**config.mk**
```make
export PLATFORM = sky130hd
export DESIGN_NAME = t_toggle_sequencer
export DESIGN_NICKNAME = d
export VERILOG_FILES = /design/src/rtl/t_toggle_sequencer.sv
export SDC_FILE = /design/constraint.sdc
export NUM_CORES = 1
export LEC_CHECK = 0
export CORE_UTILIZATION = 46
export DETAILED_ROUTE_END_ITERATION = 12
export GPL_TIMING_DRIVEN = 0
export PLACE_DENSITY = 0.79
export SLEW_MARGIN = 20
export SYNTH_ARGS = -nofsm -noshare
export SYNTH_HDL_FRONTEND = slang
export SYNTH_SLANG_ARGS = --single-unit
```
**constraint.sdc**
```tcl
create_clock -name clk -period 1.35 [get_ports clk]
set_clock_uncertainty 0.2 [all_clocks]
set_input_delay 0.135 -clock clk [delete_from_list [all_inputs] [get_ports clk]]
set_output_delay 0.135 -clock clk [all_outputs]
set_load 0.02 [all_outputs]
```
**src/rtl/t_toggle_sequencer.sv**
```systemverilog
`default_nettype none
// ============================================================================
// Module   : t_toggle_sequencer
// Purpose  : Steps a bank of WIDTH external T flip-flops from its current
//            state to a requested target state. Each cycle it issues at most
//            one one-hot toggle strobe, starting at the LSB, and spaces the
//            strobes GAP idle cycles apart. It keeps a cycle-exact mirror of
//            the bank outputs.
// Ports    : clk, reset           - clock and synchronous active-high reset
//            req_valid/req_ready  - command handshake (accepted only in IDLE)
//            req_target           - requested final bank state
//            t                    - toggle strobes to the bank (zero/one-hot)
//            q_mirror             - copy of the bank state
//            busy, done           - not-IDLE flag, completion pulse
//            toggles              - strobes issued for the latest command
// Revision : 1.0  initial release
// ============================================================================
module t_toggle_sequencer #(
    parameter int WIDTH = 4,
    parameter int GAP   = 2
) (
    input  logic                         clk,
    input  logic                         reset,
    input  logic                         req_valid,
    input  logic [WIDTH-1:0]             req_target,
    output logic                         req_ready,
    output logic [WIDTH-1:0]             t,
    output logic [WIDTH-1:0]             q_mirror,
    output logic                         busy,
    output logic                         done,
    output logic [$clog2(WIDTH+1)-1:0]   toggles
);

    localparam int c_tog_w = $clog2(WIDTH + 1);
    // The gap counter only has to hold GAP-1; keep at least one bit so the
    // GAP=0 and GAP=1 builds still elaborate.
    localparam int c_gap_w = (GAP > 1) ? $clog2(GAP) : 1;
    localparam int c_gap_m1 = (GAP > 0) ? (GAP - 1) : 0;
    localparam logic [c_gap_w-1:0] c_gap_load = c_gap_w'(c_gap_m1);
    localparam logic [WIDTH-1:0] c_one = WIDTH'(1);

    localparam logic [1:0] c_st_idle   = 2'd0;
    localparam logic [1:0] c_st_toggle = 2'd1;
    localparam logic [1:0] c_st_wait   = 2'd2;
    localparam logic [1:0] c_st_done   = 2'd3;

    logic [1:0]         r_state;
    logic [WIDTH-1:0]   r_diff;
    logic [WIDTH-1:0]   r_mirror;
    logic [c_tog_w-1:0] r_toggles;
    logic [c_gap_w-1:0] r_gap_cnt;

    logic [WIDTH-1:0]   w_low;
    logic [WIDTH-1:0]   w_rem;
    logic [WIDTH-1:0]   w_req_diff;

    // Isolate the lowest set bit of the pending difference (two's-complement trick).
    assign w_low      = r_diff & (~r_diff + c_one);
    assign w_rem      = r_diff & ~w_low;
    assign w_req_diff = req_target ^ r_mirror;

    always_ff @(posedge clk) begin
        if (reset) begin
            r_state   <= c_st_idle;
            r_diff    <= '0;
            r_mirror  <= '0;
            r_toggles <= '0;
            r_gap_cnt <= '0;
        end else begin
            case (r_state)
                c_st_idle: begin
                    if (req_valid) begin
                        r_diff    <= w_req_diff;
                        r_toggles <= '0;
                        r_state   <= (w_req_diff == '0) ? c_st_done : c_st_toggle;
                    end
                end
                c_st_toggle: begin
                    // The bank samples t on this same edge, so the mirror
                    // flips in step with it.
                    r_mirror  <= r_mirror ^ w_low;
                    r_diff    <= w_rem;
                    r_toggles <= r_toggles + c_tog_w'(1);
                    if (w_rem == '0) begin
                        r_state <= c_st_done;
                    end else if (GAP == 0) begin
                        r_state <= c_st_toggle;
                    end else begin
                        r_state   <= c_st_wait;
                        r_gap_cnt <= c_gap_load;
                    end
                end
                c_st_wait: begin
                    if (r_gap_cnt == '0) begin
                        r_state <= c_st_toggle;
                    end else begin
                        r_gap_cnt <= r_gap_cnt - c_gap_w'(1);
                    end
                end
                c_st_done: begin
                    r_state <= c_st_idle;
                end
                default: begin
                    r_state <= c_st_idle;
                end
            endcase
        end
    end

    // Outputs are decoded from registered state; only req_ready also looks
    // at reset so that no command can be accepted while reset is asserted.
    assign req_ready = (r_state == c_st_idle) & ~reset;
    assign t         = (r_state == c_st_toggle) ? w_low : '0;
    assign busy      = (r_state != c_st_idle);
    assign done      = (r_state == c_st_done);
    assign q_mirror  = r_mirror;
    assign toggles   = r_toggles;

endmodule
`default_nettype wire

```
**Word level (Yosys, flattened, before mapping)**

Index checks and enable logic that the tools add are counted.

- Logic and storage cells: 44
- Output and inout bits: 14
- Bits of input ports: 7
- Flip-flop bits (word level): 14

- Reductions and logical operators: 9
- Equal/unequal tests: 6
- Muxes and demuxes: 13
- Add/subtract/negate cells: 3
- Bitwise operators: 8

Operators with widths:

| cell | count |
|---|---|
| AND 4 bit | 2 |
| zero test 4 bit | 2 |
| two-way mux 4 bit | 2 |
| NOT 4 bit | 2 |
| one-hot mux 2 bit (4 select lines) | 1 |
| one-hot mux 4 bit (2 select lines) | 1 |
| XOR 4 bit | 2 |
| two-way mux 2 bit | 3 |
| inequality test 2 bit (second input constant) | 3 |
| one-hot mux 3 bit (2 select lines) | 1 |
| AND reduction 2 bit | 3 |
| nonzero test 2 bit | 3 |
| adder 4 x 1 -> 4 bit (second input constant) | 1 |
| equality test 2 bit (second input constant) | 2 |
| adder 3 x 1 -> 3 bit (second input constant) | 1 |
| two-way mux 1 bit | 3 |
| two-way mux 3 bit | 1 |
| equality test 2 x 1 -> 1 bit (second input constant) | 1 |
| zero test 2 bit | 1 |
| one-hot mux 1 bit (2 select lines) | 1 |
| AND 1 bit | 1 |
| NOT 1 bit | 1 |
| subtractor 1 bit (second input constant) | 1 |

**Longest topological paths before layout**

- Word-level depth: 8
- Depth in mapped cells: 4

**Worst setup path after synthesis**

Ideal clock, no wire load.

- Kind: flip-flop to output port
- Start point: register r_state[0]
- End point: output port req_ready
- Data arrival time: 1.123 ns
- Path buffers: 1
- Cell stages (with the launch flop): 4
- Setup slack: -0.108 ns
- Cells stage by stage: dfxtp_1 > buf_4 > or2_1 > nor2_1

- Cells in the longest elaborated chain, start to end: 2

RTL lines:

| what | line | source |
|---|---|---|
| from (decl) | 47 | `logic [1:0] r_state;` |
| from (signal assigned) | 64 | `r_state <= c_st_idle;` |
| from (signal assigned) | 75 | `r_state <= (w_req_diff == '0) ? c_st_done : c_st_toggle;` |
| from (signal assigned) | 85 | `r_state <= c_st_done;` |
| zero test 2 bit | 112 | `assign req_ready = (r_state == c_st_idle) & ~reset;` |
| AND 1 bit | 112 |  |
| to (decl) | 26 | `output logic req_ready,` |

Every way passes these cells.

**Worst setup path after layout**

- Start point: input port reset
- End point: output port req_ready

- Cells in the longest elaborated chain, start to end: 2

RTL lines:

| what | line | source |
|---|---|---|
| from (decl) | 23 | `input logic reset,` |
| NOT 1 bit | 112 |  |
| AND 1 bit | 112 |  |

Every way passes these cells.

==> metrics.md <==
| Metric | Value |
|---|---|
| WHS | `0.320 ns` |
| Die Y | `42.8 um` |
| Final min period | `1.59 ns` |
| FMAX | `629 MHz` |
| GRT Residual Overflow | `0` |
| H-tree Lvls | `1` |
| Crit share post-route | `118%` |
| Ys async rst share | `0%` |
| PnR worst setup slack | `-0.239 ns` |
| Startpoint Class | `input port` |
| Clock root buffer | `clkbuf_4` |
| Ys Warns | `0` |
| CTS buffer count | `3` |
| #FFs+latches synth | `14` |
| Antenna diodes | `0` |
| Sequential area share after synthesis | `36.5%` |
| Core ar. | `0.00152 mm2` |
| Final #Nets | `139` |
| Syn Nets | `96` |
| Power Dens Cells | `1270 mW/mm2` |
| CP max stage delay | `0.63 ns` |
| Die W | `42.8 um` |
| Critical Path AT | `1.25 ns` |
| Worst min path class | `flip-flop to flip-flop` |
| Status | `finished, violations left` |
| RSZ-0062 raised after global routing | `yes` |
| Routed len/inst | `17.5 um` |
| Crit path capture type | `output pin` |
| DR vias/cell | `5.82` |
| Setup TNS | `-1.54 ns` |
| Top-area cell type share of the netlist area | `36.5%` |
| Initial antenna violation count | `0` |
| CP delay by family, top | `buffers and inverters` |
| IO buf count | `20` |
| Mean area per synthesized cell | `8.72 um2` |
| Rel. slew slack | `77.9%` |
| Synthesized area | `767 um2` |
| DRT Pass-1 Iters | `4` |
| Clock Path Buffers | `2` |
| WP buf/inv | `3` |
| Worst endpoint required time | `1.01 ns` |
| Area grow syn2layout | `70.1%` |
| Total track usage | `25.8%` |
| Crit-path max FO | `10` |
| Final HPWL DP | `1.33 mm` |
| Top_reg_cell synth | `dfxtp_1` |
| Largest area contributor in the netlist | `dfxtp_1` |
| Crit Path Class | `input port to output pin` |
| Critical-path cell list | `clkdlybuf4s50_1 -> clkbuf_4 -> nor2_4 -> buf_6` |
| Largest cells by area after synthesis | `dfxtp_1, xnor2_1, a21oi_1` |
| Pin count of the biggest net entering global routing | `11` |
| Post-Syn Instances | `88` |
| Clock-pin slew on the worst setup and hold paths | `0.07 ns` |
| Vias in the first global route | `790` |
| Crit path max-delay cell type | `clkdlybuf4s50_1` |
| GPL Wtd Cong | `0.737` |
| Row count | `14` |
| Slew @ Worst Pin | `0.329 ns` |
| Maxcap violations | `0` |
| Count of final setup violators | `13` |
| CTS tree | `done` |
| DR vias | `844` |
| Initial DRC count | `21` |
| Failing checks | `negative setup slack` |
| Post-synth EDFFs | `0` |
| Synth cell types | `39` |
| Wirelength, routed | `2.53 mm` |
| CTS sink cnt | `14` |
| CTS Hold Bufs | `0` |
| Layout cells sized above 1 | `49.6%` |
| Post-route DRC | `0` |
| Final Hold Vio Count | `0` |
| Post-layout util | `85.6%` |
| VDD IR max | `0.818 mV` |
| Clk_lat worst skew | `0.28 ns` |
| First-pass GRT wire length | `3.58 mm` |
| Post-route ant nets | `0` |
| Die area | `0.00183 mm2` |
| Starting Density | `50.3%` |
| Lkg Pwr | `0.530 nW` |
| Ports | `21` |
| Final Max Tran Viols | `0` |
## synthesized netlist by cell type, types with 3 or more instances
cell	count
xnor2_1	4
dfxtp_1	14
o21ai_0	3
inv_1	6
nand2_1	4
a21oi_1	6
nor2_1	7
nor2b_1	4
buf_4	3
## cell families after synthesis
| logic type | Yosys count | share of synthesized area (%) |
|---|---|---|
| AND/OR/NAND/NOR | 30 | 23.3 |
| AO/OA/AOI/OAI | 26 | 24.0 |
| flip-flops | 14 | 36.5 |
| buffers and inverters | 10 | 6.36 |
| XOR/XNOR | 6 | 6.85 |
| multiplexers | 1 | 1.31 |
| adder cells (fa/ha/maj) | 1 | 1.63 |
## metal layers
metal	up-vias	global-route usage [%]	share of wire, %
met5	-	0	0
met4	0	6.88	2.4
met3	8	7.66	6.2
met2	40	42.7	50
met1	393	32.2	42
li1	403	-	-
## registers in the layout (all words and copies together), names as in the netlist
register   cells
toggles        3
q_mirror       4
r_gap_cnt      1
r_diff         4
r_state        2
## stage by stage
step	power [mW]	cells	cell area [um2]	worst slack [ns]
final	1.65	145	1310	-0.239
after detailed placement	1.06	124	995	-0.782
after global routing	1.73	145	1310	-0.270
after global placement	1.04	124	995	-0.765
after CTS	1.49	141	1180	-0.203
after floorplan	0.871	88	774	0.0148
## path summary, 6_finish.rpt
check                                start         end  slack (ns)  depth (start not counted)
worst min register to register  toggles[2]  toggles[2]        0.32                          2
worst max-delay path                 reset   req_ready       -0.24                          4
worst max register to register  r_state[1]   r_diff[2]       -0.11                          6
worst min-delay path            toggles[2]  toggles[2]        0.32                          2
## power by group
part	total [mW]	internal, mW	switching [mW]
logic	0.864	0.468	0.396
clock network	0.230	0.104	0.126
registers	0.560	0.475	0.0856
## placed cells by master (no fill, tap or decap), types with 2 or more instances in the layout
cell and instances:
a21oi_1 3, a21oi_2 3, a221oi_1 2, a31o_1 2
and3_4 2, buf_4 11, buf_6 17, clkbuf_2 3
clkbuf_4 4, clkdlybuf4s15_1 3, clkdlybuf4s50_1 6, dfxtp_1 8
dfxtp_2 3, dfxtp_4 3, inv_1 6, nand2_1 3
nand4_1 2, nor2_1 5, nor2b_1 2, nor2b_2 2
o21ai_0 2, o21ai_1 2, xnor2_1 3
## worst reg2reg max path: cells and delay by family, from the launching register on
kind                   cells  cell delay (ns)
AO/OA/AOI/OAI              2             0.37
buffers and inverters      4             0.41
flip-flops                 1             0.38
## repair_timing
action | 4_1_cts | 5_1_grt
setup endpoints to repair | 17 | 26
setup buffers | 14 | 4
pin swaps | 6 | 8
gates resized for setup | 68 | 36
## final cells by class
| type | count | area (um2) |
|---|---|---|
| multi-input combinational | 64 | 547 |
| timing repair buffer | 38 | 357 |
| sequential | 14 | 295 |
| fill | 84 | 219 |
| buffer | 4 | 41.3 |
| clock buffer | 3 | 22.5 |
| inverter | 6 | 22.5 |
| tap | 16 | 20.0 |
Power figures use the tool's default switching activity.
